==> config.mk <==
export PLATFORM = sky130hd
export DESIGN_NAME = booth4_mult
export DESIGN_NICKNAME = d
export VERILOG_FILES = /design/src/rtl/arith_pkg.sv /design/src/rtl/booth_recode.sv /design/src/rtl/booth4_mult.sv
export SDC_FILE = /design/constraint.sdc
export NUM_CORES = 1
export LEC_CHECK = 0
export ABC_AREA = 1
export CAP_MARGIN = 10
export CELL_PAD_IN_SITES_DETAIL_PLACEMENT = 0
export CELL_PAD_IN_SITES_GLOBAL_PLACEMENT = 1
export CORE_MARGIN = 10
export CORE_UTILIZATION = 47
export CTS_BUF_LIST = sky130_fd_sc_hd__clkbuf_8
export DETAILED_ROUTE_END_ITERATION = 6
export PLACE_DENSITY_LB_ADDON = 0.08
export SLEW_MARGIN = 10
export SYNTH_ARGS = -nofsm -noshare
export SYNTH_HDL_FRONTEND = slang
export SYNTH_SLANG_ARGS = --single-unit
==> constraint.sdc <==
create_clock -name clk -period 8.4 [get_ports clk]
set_input_delay 2.52 -clock clk [delete_from_list [all_inputs] [get_ports clk]]
set_output_delay 2.52 -clock clk [all_outputs]
set_load 0.05 [all_outputs]
==> src/rtl/arith_pkg.sv <==
// Shared arithmetic datapath definitions: sequencer states, Booth digit
// encoding and default operand width, common to the multiplier and divider.
package arith_pkg;

  localparam int DEFAULT_W = 8;

  typedef enum logic {
    IDLE,
    CALC
  } state_t;

  // Radix-4 Booth digit as sign plus magnitude; mag is only ever 0, 1 or 2.
  typedef struct packed {
    logic       neg;
    logic [1:0] mag;
  } booth_dig_t;

endpackage

==> src/rtl/booth_recode.sv <==
// Radix-4 Booth recoder: maps an overlapping multiplier triplet to a signed
// digit in {-2,-1,0,+1,+2}, packed as {neg, mag[1:0]}.
module booth_recode
  import arith_pkg::*;
(
  input  logic [2:0] trip,
  output logic [2:0] dig
);

  booth_dig_t d;

  always_comb begin
    d = '0;
    case (trip)
      3'b001, 3'b010: d = '{neg: 1'b0, mag: 2'd1};
      3'b011:         d = '{neg: 1'b0, mag: 2'd2};
      3'b100:         d = '{neg: 1'b1, mag: 2'd2};
      3'b101, 3'b110: d = '{neg: 1'b1, mag: 2'd1};
      default:        d = '0;
    endcase
  end

  assign dig = d;

endmodule

==> src/rtl/booth4_mult.sv <==
// Iterative radix-4 Booth multiplier: unsigned W x W product, one recoded
// digit per clock, enable/done handshake matching the SRT divider.
module booth4_mult
  import arith_pkg::*;
#(
  parameter int W = DEFAULT_W
) (
  input  logic           clk,
  input  logic           resetn,
  input  logic           enable,
  input  logic [W-1:0]   A,
  input  logic [W-1:0]   B,
  output logic [2*W-1:0] P,
  output logic           busy,
  output logic           done
);

  localparam int NDIG = (W + 2) / 2;
  localparam int AW   = 2 * W + 2;
  localparam int CW   = $clog2(NDIG);

  state_t           state, state_n;
  logic [AW-1:0]    acc, acc_n;
  logic [W+2:0]     mreg, mreg_n;
  logic [W-1:0]     mcand, mcand_n;
  logic [CW-1:0]    count, count_n;
  logic [2*W-1:0]   p_n;
  logic             busy_n, done_n;

  logic [2:0]       dig_bits;
  booth_dig_t       dig;
  logic [AW-1:0]    pp, pp_sh, acc_sum;
  logic             last;

  booth_recode u_recode (
    .trip (mreg[2:0]),
    .dig  (dig_bits)
  );

  assign dig = booth_dig_t'(dig_bits);

  // Partial product is formed at full accumulator width so negation wraps
  // modulo 2^(2W+2); the top two bits cancel out by the final digit.
  always_comb begin
    pp = '0;
    case (dig.mag)
      2'd1:    pp = {{(AW-W){1'b0}}, mcand};
      2'd2:    pp = {{(AW-W){1'b0}}, mcand} << 1;
      default: pp = '0;
    endcase
    if (dig.neg) pp = ~pp + 1'b1;
    pp_sh   = pp << {count, 1'b0};
    acc_sum = acc + pp_sh;
    last    = (count == CW'(NDIG - 1));
  end

  always_comb begin
    state_n = state;
    acc_n   = acc;
    mreg_n  = mreg;
    mcand_n = mcand;
    count_n = count;
    p_n     = P;
    done_n  = 1'b0;
    case (state)
      IDLE: begin
        if (enable) begin
          mcand_n = A;
          mreg_n  = {2'b00, B, 1'b0};
          acc_n   = '0;
          count_n = '0;
          state_n = CALC;
        end
      end
      CALC: begin
        acc_n   = acc_sum;
        mreg_n  = mreg >> 2;
        count_n = count + 1'b1;
        if (last) begin
          p_n     = acc_sum[2*W-1:0];
          done_n  = 1'b1;
          state_n = IDLE;
        end
      end
      default: state_n = IDLE;
    endcase
    busy_n = (state_n == CALC);
  end

  always_ff @(posedge clk or negedge resetn) begin
    if (!resetn) begin
      state <= IDLE;
      acc   <= '0;
      mreg  <= '0;
      mcand <= '0;
      count <= '0;
      P     <= '0;
      busy  <= 1'b0;
      done  <= 1'b0;
    end else begin
      state <= state_n;
      acc   <= acc_n;
      mreg  <= mreg_n;
      mcand <= mcand_n;
      count <= count_n;
      P     <= p_n;
      busy  <= busy_n;
      done  <= done_n;
    end
  end

endmodule
==> results.md <==
- Cell breakdown of the critical path: clkdlybuf4s50_1
- Seq cells post-synth: 54
- IO buf count: 36
- CP endpoint kind: output pin
- Hold_sp: P[2]
- Min Tclk post-route: between 4000 and 5000 ps
- Fillcell total: 688
- Sink Count: 54
- Ports: 37
- Antenna violation net count after detailed routing: 0
- Fmax: 222.5 MHz
- Worst slew pin tran: 943.1 ps
- Cell Rows: 31
- DRC errors left: 0
- CTS buffer count: 5
- RSZ-0062 raised after global routing: no
- Nets: between 500 and 600
- Starting Density: 0.4922
- Clock slew seen by the registers of the worst setup and hold paths: around 100 ps
- Initial antenna violation count: 0
- Commonest non-fill, non-tap cell in the layout: nand2_1
- Pre-antenna DRT Iters: 4
- Slew HR: 0.3695
- Final Skew: 6.770 ps
- Overall die height: between 100 and 150 um
- Largest net degree at the start of global routing: 55
- Critical Path AT: 1970 ps
- Synth Area per Inst: slightly below 8 um2
- R2R cell count: 21
- Post-route design area: 4189 um2
- Hold WS: just under 500 ps
- Fin crit share: 0.5349
- Die Wd: 107.9 um
- H-tree depth: 2
- Final wirelength: 7997 um
- CTS-repair resized insts: 0
- Setup TNS: 0 ps
- Most frequent cells in the layout: 131 x nand2_1, 54 x dfrtp_1, 40 x nand3_1
- GR Overflow Total: 0
- Crit Path Max Fanout: 17
- DP HPWL: 6106 um
- Post-Syn Nets: 512
- Cell Area, Placed: 4046 um2
- FF-to-FF End: acc[10]
- Max clock buf depth: 2
- Synth warn: 0
- Core Box Area: approximately 7400 um2
- Vias per cell: 5.121
- P&R area growth vs syn: 15.49%
- Vias: 3,078
- Req. time, crit path: 5880 ps
- Critical path's top delay family: buffers and inverters
- Reg2reg start: mreg[2]
- Worst Hold Depth: 2
- Ant diodes: 0
- Final setup violating endpoints: 0
- First-pass GRT wire length: 14,090 um
- Share of layout cells above drive strength 1: 0.1275
- Clock root cell: clkbuf_8
- Number of different library cells in the post-synthesis netlist: 41
- Crit path kind: flip-flop to output pin
- Gr usage total: 0.1454
- WHS Endpoint: P[2]
- Fin. Hold Viols: 0
- Hold crit path type: flip-flop to flip-flop
- Max-cap violations: 0
- Clock latency on the worst-skew pair: 320 ps
- Slack of the worst reg-to-reg path: 4200 ps
- CP max-delay cell: clkdlybuf4s50_1
- Max-slew violation count: 0
- Die area: 11,630 um2
- Post-Syn Area: 3627 um2
- WL/cell: 13.31 um
- Worst path max stage delay: roughly 920 ps
- WP buf/inv: 1
- Final Wtd Congestion: 0.8517
- Syn Inst Count: approximately 470
- Setup Fix Bufs, Post-CTS: 0
- Startpoint Class: flip-flop
- DR iter-0 viols: 160
- Sequential-to-total area share from yosys stat: 0.3725
- Status: finished clean
- CTS tree: built
- Vias in the first global route: 2,978
- Cts hold-fix bufs: 0
[through the flow]
stage | instances | utilization | worst slack, ps
after floorplan | 472 | - | 4765
after detailed placement | 593 | 0.5491 | 4192
after CTS | 601 | 0.5684 | 3890
after global placement | 593 | 0.5491 | 4269
final | 601 | 0.5684 | 3906
after global routing | 601 | 0.5684 | 3744
[tightest hold or removal path: stages (launching register included)]
cell	delay (ps)
dfrtp_1	350
nand2_1	50
o21ai_0	60
[routing by layer]
| layer | global-route usage | vias up | share of wire |
|---|---|---|---|
| li1 | - | 1610 | - |
| met1 | 0.2021 | 1402 | 0.49 |
| met2 | 0.2173 | 56 | 0.44 |
| met3 | 0.03234 | 10 | 0.049 |
| met4 | 0.04676 | 0 | 0.016 |
| met5 | 0 | - | 0 |
[layout make-up]
cell class,count,area (um2),area share
clock buffers,6,82.58,0.01971
multi-input cells,359,2034,0.4857
flip-flops and latches,54,1351,0.3226
repair buffers,38,370.4,0.08841
inverters,43,166.4,0.03973
well taps,99,123.9,0.02957
clock inverters,2,60.06,0.01434
[registers in the layout (all words and copies together), names as in the netlist]
signal  count
count       3
state       1
mcand       8
mreg        9
done        1
acc        16
P          16
[worst max path at each step]
| stage | start | to | slack [ps] | cells past startpoint |
|---|---|---|---|---|
| CTS | state | busy | 3890 | 1 |
| finish | state | busy | 3910 | 1 |
| global route | mreg[2] | P[11] | 3740 | 27 |
| detailed placement | enable | mreg[2] | 4190 | 5 |
| floorplan | mreg[0] | acc[10] | 4770 | 23 |
| global placement | enable | mreg[2] | 4270 | 5 |
[kinds of logic (layout without fill, tap and decap cells)]
logic type	after synthesis	count (layout)	share of synthesized area
AOI/OAI and AO/OA	82	82	0.1276
muxes	8	8	0.02484
DFF	54	54	0.3725
adders and majority gates	21	21	0.07451
buffers and inverters	59	89	0.06658
and+or+nand+nor	235	235	0.3025
xor gates and xnor gates	13	13	0.03139
[Yosys cell counts, drive strengths merged]
| library cell | number | area [um2] |
|---|---|---|
| nand2 | 148 | 613.1 |
| dfrtp | 54 | 1351 |
| o21ai | 50 | 261.5 |
| nand3 | 48 | 280.3 |
| inv | 40 | 150.2 |
| nor2 | 30 | 143.9 |
| ha | 20 | 250.2 |
| a21oi | 17 | 85.08 |
| clkbuf | 11 | 41.29 |
| mux2 | 8 | 90.09 |
| xnor2 | 7 | 61.31 |
| xor2 | 6 | 52.55 |
| buf | 5 | 33.78 |
| or2 | 4 | 25.03 |
| a32o | 3 | 30.03 |
| clkinv | 3 | 16.27 |
| o211ai | 3 | 22.52 |
| a22oi | 2 | 15.01 |
| a31oi | 2 | 12.51 |
| nand3b | 2 | 18.77 |
| nor3 | 2 | 10.01 |
| o22ai | 2 | 12.51 |
| a21o | 1 | 7.510 |
| fa | 1 | 20.02 |
| nand4 | 1 | 6.260 |
| o21bai | 1 | 7.510 |
| o311ai | 1 | 8.760 |
Power is not shown: default switching activity piles up to over one toggle a cycle in this logic, so the estimate is an artifact.
